==> config.mk <==
export PLATFORM = sky130hd
export DESIGN_NAME = adder_bist
export DESIGN_NICKNAME = d
export VERILOG_FILES = /design/src/rtl/adder_bist_pkg.sv /design/src/rtl/adder_bist_golden.sv /design/src/rtl/adder_bist.sv
export SDC_FILE = /design/constraint.sdc
export NUM_CORES = 1
export LEC_CHECK = 0
export BUFFER_PORTS_ARGS = -buffer_cell sky130_fd_sc_hd__buf_2
export CAP_MARGIN = 10
export CORE_AREA = 2 2 69 45
export DETAILED_ROUTE_END_ITERATION = 6
export DIE_AREA = 0 0 71 47
export PLACE_DENSITY_LB_ADDON = 0.2
export SYNTH_ARGS = -nofsm -noshare
export SYNTH_HDL_FRONTEND = slang
export SYNTH_HIERARCHICAL = 1
export SYNTH_SLANG_ARGS = --single-unit
==> constraint.sdc <==
create_clock -name clk -period 3 [get_ports clk]
set_input_delay 0.6 -clock clk [delete_from_list [all_inputs] [get_ports clk]]
set_output_delay 0.6 -clock clk [all_outputs]
set_load 0.01 [all_outputs]
==> src/rtl/adder_bist_pkg.sv <==
// Shared types and sizing helpers for the adder built-in self-tester.
package adder_bist_pkg;

    typedef enum logic [1:0] {
        ST_IDLE  = 2'd0,
        ST_RUN   = 2'd1,
        ST_FLUSH = 2'd2,
        ST_DONE  = 2'd3
    } state_t;

    localparam int unsigned DEF_WIDTH = 2;
    localparam int unsigned VEC_W     = 2 * DEF_WIDTH + 1;

    function automatic int unsigned vec_w(input int unsigned width);
        return 2 * width + 1;
    endfunction

    function automatic int unsigned num_vec(input int unsigned width);
        return 32'd1 << (2 * width + 1);
    endfunction

endpackage

==> src/rtl/adder_bist_golden.sv <==
// Combinational reference adder; result is {carry, sum} at full WIDTH+1 precision.
module adder_bist_golden #(
    parameter int unsigned WIDTH = 2
) (
    input  logic [WIDTH-1:0] i_a,
    input  logic [WIDTH-1:0] i_b,
    input  logic             i_cin,
    output logic [WIDTH:0]   o_res
);

    assign o_res = (WIDTH+1)'(i_a) + (WIDTH+1)'(i_b) + (WIDTH+1)'(i_cin);

endmodule

==> src/rtl/adder_bist.sv <==
// Exhaustive {a,b,cin} sweep of an external adder with a drive/check pipeline,
// saturating mismatch counter and first-failing-vector capture.
module adder_bist
    import adder_bist_pkg::*;
#(
    parameter int unsigned WIDTH = DEF_WIDTH,
    parameter int unsigned ERR_W = 6
) (
    input  logic               clk,
    input  logic               rst,
    input  logic               start,
    output logic [WIDTH-1:0]   dut_a,
    output logic [WIDTH-1:0]   dut_b,
    output logic               dut_cin,
    input  logic [WIDTH-1:0]   dut_sum,
    input  logic               dut_carry,
    output logic               busy,
    output logic               done,
    output logic               pass,
    output logic [ERR_W-1:0]   err_count,
    output logic [2*WIDTH:0]   first_fail
);

    localparam int unsigned VW = vec_w(WIDTH);
    localparam logic [VW-1:0] VEC_LAST = {VW{1'b1}};

    state_t           r_state;
    logic [VW-1:0]    r_vec;
    logic [VW-1:0]    r_cap_vec;
    logic [WIDTH:0]   r_cap_res;
    logic             r_cap_valid;
    logic [ERR_W-1:0] r_err;
    logic [VW-1:0]    r_first;
    logic             r_busy;
    logic             r_done;
    logic             r_pass;

    logic [WIDTH:0]   w_exp;
    logic             w_mismatch;
    logic [ERR_W-1:0] w_err_next;

    // Check stage: reference result for the vector captured last cycle
    adder_bist_golden #(.WIDTH(WIDTH)) u_golden (
        .i_a   (r_cap_vec[VW-1 -: WIDTH]),
        .i_b   (r_cap_vec[WIDTH:1]),
        .i_cin (r_cap_vec[0]),
        .o_res (w_exp)
    );

    always_comb begin
        w_mismatch = r_cap_valid && (r_cap_res != w_exp);
        w_err_next = r_err;
        if (w_mismatch && !(&r_err)) begin
            w_err_next = r_err + ERR_W'(1);
        end
    end

    // r_vec is both the sweep counter and the registered drive onto the adder
    always_ff @(posedge clk) begin
        if (rst) begin
            r_state     <= ST_IDLE;
            r_vec       <= '0;
            r_cap_vec   <= '0;
            r_cap_res   <= '0;
            r_cap_valid <= 1'b0;
            r_err       <= '0;
            r_first     <= '0;
            r_busy      <= 1'b0;
            r_done      <= 1'b0;
            r_pass      <= 1'b0;
        end else begin
            r_cap_vec   <= r_vec;
            r_cap_res   <= {dut_carry, dut_sum};
            r_cap_valid <= (r_state == ST_RUN);
            r_err       <= w_err_next;
            if (w_mismatch && (r_err == '0)) begin
                r_first <= r_cap_vec;
            end

            case (r_state)
                ST_IDLE, ST_DONE: begin
                    if (start) begin
                        r_state     <= ST_RUN;
                        r_vec       <= '0;
                        r_err       <= '0;
                        r_first     <= '0;
                        r_cap_valid <= 1'b0;
                        r_busy      <= 1'b1;
                        r_done      <= 1'b0;
                        r_pass      <= 1'b0;
                    end
                end
                ST_RUN: begin
                    if (r_vec == VEC_LAST) begin
                        r_state <= ST_FLUSH;
                        r_vec   <= '0;
                    end else begin
                        r_vec <= r_vec + VW'(1);
                    end
                end
                ST_FLUSH: begin
                    // Last compare retires this edge, so pass uses the updated count
                    r_state <= ST_DONE;
                    r_busy  <= 1'b0;
                    r_done  <= 1'b1;
                    r_pass  <= (w_err_next == '0);
                end
                default: r_state <= ST_IDLE;
            endcase
        end
    end

    assign dut_a      = r_vec[VW-1 -: WIDTH];
    assign dut_b      = r_vec[WIDTH:1];
    assign dut_cin    = r_vec[0];
    assign busy       = r_busy;
    assign done       = r_done;
    assign pass       = r_pass;
    assign err_count  = r_err;
    assign first_fail = r_first;

endmodule

## After elaboration in Yosys (flattened, before gate mapping)

Cells that the tools add are included.

- Register bits: 30
- Bits of input ports: 6
- Logic and storage cells: 54

- $add $sub $neg: 4
- Equal/unequal tests: 7
- Multiplexer cells: 19
- Reductions and logical operators: 14

Operator list:

| operator | number |
|---|---|
| two-way mux 5 bit | 5 |
| two-way mux 6 bit | 3 |
| zero test 6 bit | 2 |
| one-hot mux 5 bit (2 select lines) | 1 |
| adder 6 x 1 -> 6 bit (second input constant) | 1 |
| one-hot mux 1 bit (2 select lines) | 3 |
| one-hot mux 2 bit (3 select lines) | 1 |
| AND reduction 2 bit | 3 |
| AND reduction 6 bit | 1 |
| adder 5 x 1 -> 5 bit (second input constant) | 1 |
| == test 5 bit (second input constant) | 1 |
| == test 2 bit (second input constant) | 2 |
| two-way mux 1 bit | 4 |
| two-way mux 2 bit | 2 |
| nonzero test 2 bit | 2 |
| adder 2 x 2 -> 3 bit | 1 |
| adder 3 x 1 -> 3 bit | 1 |
| logical AND 1 bit | 3 |
| inequality test 3 bit | 1 |
| == test 2 x 1 -> 1 bit (second input constant) | 1 |
| zero test 2 bit | 1 |
| inequality test 2 x 1 -> 1 bit (second input constant) | 1 |
| inequality test 2 bit (second input constant) | 1 |
| OR reduction 2 bit | 1 |
| zero test 1 bit | 1 |

## Depth between registers and ports, before layout

- Depth in word-level cells: 8
- Gate-level depth with buffers: 9
- Mapped depth without buffers: 9

## Cells and area by module

The synthesis kept the hierarchy.

Modules (own cells, without submodules):

| module | instances | cells each | area an instance (um2) | seq. area each (um2) |
|---|---|---|---|---|
| adder_bist | 1 | 143 | 1338.8 | 600.6 |
| adder_bist_golden | 1 | 10 | 70.1 | 0.0 |

## Worst setup path after synthesis

No wires, ideal clock.

- Path type: reg-to-reg
- Start point: register r_cap_vec[3]
- End point: register r_pass, in the netlist pass
- Setup time: 0.084 ns
- Data arrival time: 2.304 ns
- Required time: 2.916 ns
- Setup slack: 0.612 ns
- Cell stages (with the launch flop): 10
- Buffers on the path: 0
- Period minus slack after synthesis: 2.388 ns
- Cells stage by stage: dfxtp_1 -> inv_1 -> fa_1 -> fa_1 -> inv_1 -> xor2_1 -> o31ai_2 -> nor2_1 -> mux2i_1 -> o31ai_2

- Longest elaborated chain between the ends: 8

Ends and longest elaborated chain:

| element | line | RTL |
|---|---|---|
| start: declaration | adder_bist.sv:29 | `logic [VW-1:0] r_cap_vec;` |
| start signal: assignment | adder_bist.sv:72 | `r_cap_vec <= r_vec;` |
| adder 2 x 2 -> 3 bit | adder_bist_golden.sv:11 | `assign o_res = (WIDTH+1)'(i_a) + (WIDTH+1)'(i_b) + (WIDTH+1)'(i_cin);` |
| adder 3 x 1 -> 3 bit | adder_bist_golden.sv:11 |  |
| named net w_exp[1] | adder_bist.sv:38 | `logic [WIDTH:0] w_exp;` |
| inequality test 3 bit | adder_bist.sv:51 | `w_mismatch = r_cap_valid && (r_cap_res != w_exp);` |
| logical AND 1 bit | adder_bist.sv:51 |  |
| logical AND 1 bit | adder_bist.sv:53 | `if (w_mismatch && !(&r_err)) begin` |
| two-way mux 6 bit | adder_bist.sv:53 |  |
| zero test 6 bit | adder_bist.sv:106 | `r_pass <= (w_err_next == '0);` |
| one-hot mux 1 bit (2 select lines) | adder_bist.sv:80 | `case (r_state)` |
| end signal: assignment | adder_bist.sv:106 |  |
| end: declaration | adder_bist.sv:36 | `logic r_pass;` |

The timed path passes the listed nets, and every way through them passes these cells.
A chain may end at the register's enable or synchronous reset.

## Worst setup path in the final report

Ends and elaborated chain as after synthesis.

==> impl_metrics.tcl <==
set metrics [dict create \
    status "finished clean" \
    crit_required_ns 3.20 \
    fmax_ghz 0.390 \
    start_kind "register" \
    ys_seq_area_share_pct 42.6 \
    drive_gt1_share_pct 21.7 \
    cp.arrival_ns 2.77 \
    dieArea_um2 3340 \
    avgRoutedWirePerCell_um 12.2 \
    p_leak_nw 0.732 \
    syn_inst 153 \
    postRouteAntennaNets 0 \
    cp-end-kind "register" \
    drt_pass1_iterations 4 \
    fin_nets 194 \
    ir_worst_vdd_uv 423 \
    rsz0062_at_grt "no" \
    finalHoldViolCount 0 \
    final_common_cell "dfxtp_1" \
    cts_buffers 5 \
    p_sw_mw 0.367 \
    cts_max_path_buffers 2 \
    cts_root_buf "clkbuf_8" \
    power_frac_seq_pct 43.2 \
    grt-ovfl-total 0 \
    clk_pin_slew_ns 0.06 \
    ys_ff_latch 30 \
    p_per_area_nw_per_um2 673 \
    synth_top_cell_by_area "dfxtp_1" \
    cp_top_family "adder cells" \
    syn_to_final_growth_pct 16.2 \
    insertion_delay_ns 0.28 \
    final-setup-viol-count 0 \
    drt_wl_total_um 2610 \
    cts_tree "done" \
    n_fill_cell 236 \
    critPathSlowestCell "fa_1" \
    worst_slew_pin_slew_ns 0.456 \
    pwr-share-comb_pct 26.8 \
    htreeDepth 2 \
    hpwl_um 1970 \
    worstSetupPathType "reg -> reg" \
    yosysWarnings 6 \
    hp-class "reg -> reg" \
    postCtsResizedCells 0 \
    drv_slew 0 \
    grt_max_degree 21 \
    max_stage_delay_ns 0.49 \
    cp_cell_sequence "inv_1 > fa_1 > fa_1 > inv_1 > xor2_1 > o31ai_2 > nor2_1 > mux2i_1 > o31ai_2" \
    postCtsSetupRepairBufs 0 \
    internal_power_mw 0.734 \
    placed_area_um2 1550 \
    vias_per_cell 5.07 \
    clkPwrFrac_pct 30.1 \
    cts_sinks 30 \
    fin_crit_ns 2.57 \
    vias 1086 \
    slew_headroom_pct 69.4 \
    synth_top_area_share_pct 42.6 \
    die_w_um 71 \
    finalClockSkew_ns 0.00322 \
    core_um2 2720 \
    fin_util_pct 60.1 \
    cts_hold_buf 0 \
    gp_congestion 0.772 \
    syn_avg_cell_area_um2 9.21 \
    first_global_vias 938 \
    route.detailed.drc 0 \
    die_y_um 47 \
    fin_crit_sh_pct 85.6 \
    ios 25 \
    crit_fanout 6 \
    synth.area.top_cells "dfxtp_1 43%, ha_1 6.2%, nor2_1 5.9%" \
    tns_ns 0 \
    drv_cap 0 \
    stdcell_area_um2 1640 \
    initial_core_util_pct 51.8 \
    grt_antenna_before_repair 0 \
    numPortBuffers 24 \
    power_switching_share_pct 33.4 \
    grt_pass1_wl_um 4280 \
    synthesis.nets 168 \
    synth.distinct_cells 34 \
    synth_area_um2 1410 \
    n_antenna_cell 0 \
    dr.first_iter.drc_count 11 \
    rows 15 \
    final_cell_mix "30 x dfxtp_1, 24 x buf_2, 22 x nor2_1, 15 x inv_1" \
    grt_usage_pct 17.5 \
    critPathBufInv 2 \
]
==> cells in the mapped netlist <==
cell	instances
a41oi_2	1
ha_1	7
o31a_1	1
nand4_2	1
o2111ai_1	1
and2_1	1
nor4_1	1
o21ai_0	4
or4_1	1
o31ai_2	2
or4b_1	1
a21oi_1	11
inv_1	15
a311oi_1	2
and3_1	1
dfxtp_1	30
a21o_2	1
o21ai_2	1
nand3_1	3
xor2_1	3
buf_6	1
fa_1	2
a32oi_1	2
nor3_1	4
or2_2	1
xnor2_1	4
nor2b_1	11
nand2_1	4
nand2b_1	2
clkbuf_1	4
nor4b_2	1
a31oi_1	1
mux2i_1	6
nor2_1	22
==> path summary, 6_finish.rpt <==
kind,startpoint,end,slack [ns],cells past startpoint
worst max-delay path,r_cap_vec[3],pass,0.43,9
worst min-delay path,r_cap_vec[1],first_fail[1],0.49,2
worst max register to register,r_cap_vec[3],pass,0.43,9
worst min register to register,r_cap_vec[1],first_fail[1],0.49,2
==> stage by stage <==
step	hold WS (ns)	worst slack (ns)	power [mW]	cells
2_1_floorplan	0.460	0.612	0.718	153
3_3_place_gp	0.471	0.503	0.772	206
3_5_place_dp	0.488	0.416	0.780	206
4_1_cts	0.503	0.420	1.11	214
5_1_grt	0.526	0.256	1.17	214
6_report	0.492	0.433	1.10	214
==> logic make-up (layout without fill, tap and decap cells) <==
| group | Yosys count | after routing | synth area share (%) |
|---|---|---|---|
| simple gates | 54 | 54 | 20.2 |
| xor+xnor | 7 | 7 | 4.35 |
| mux | 6 | 6 | 4.26 |
| fa+ha+maj | 9 | 9 | 9.06 |
| compound gates | 27 | 27 | 13.7 |
| flops | 30 | 30 | 42.6 |
| buf+inv | 20 | 47 | 5.86 |
==> worst min-delay path: stages, from the launching register on <==
cell,delay [ns]
dfxtp_1,0.32
mux2i_1,0.06
nor2_1,0.08
==> power by group through the flow <==
stage          logic, mW  registers [mW]  clock network (mW)
2_1_floorplan      0.230           0.487                   0
3_3_place_gp       0.290           0.482                   0
3_5_place_dp       0.297           0.483                   0
4_1_cts            0.299           0.475               0.339
5_1_grt            0.336           0.481               0.354
6_report           0.295           0.475               0.331
==> flip-flops by register name, summed over array words and instances (netlist names) <==
register and cells:
r_vec 5, first_fail 5, busy 1, r_state 2, done 1, r_cap_valid 1, pass 1, r_cap_vec 5
err_count 6, r_cap_res 3
==> area by class of cell <==
type	instances	area [um^2]	area share (%)
Timing Repair Buffer	24	120	7.34
Multi-Input combinational cell	103	726	44.3
Sequential cell	30	601	36.7
Clock buffer	7	86.3	5.28
Inverter	15	56.3	3.44
Tap cell	34	42.5	2.60
Clock inverter	1	5.00	0.306
==> layer usage <==
metal | part of all wire [%] | track usage (%) | vias to the layer above | routed length, um
met2 | 41 | 25.8 | 22 | 1080
met1 | 52 | 23.8 | 495 | 1350
li1 | - | - | 566 | -
met3 | 6.1 | 7.94 | 3 | 159
met5 | 0 | 0 | - | 0
met4 | 0.65 | 4.53 | 0 | 17
Note: power is estimated with default switching activity, not from simulation.
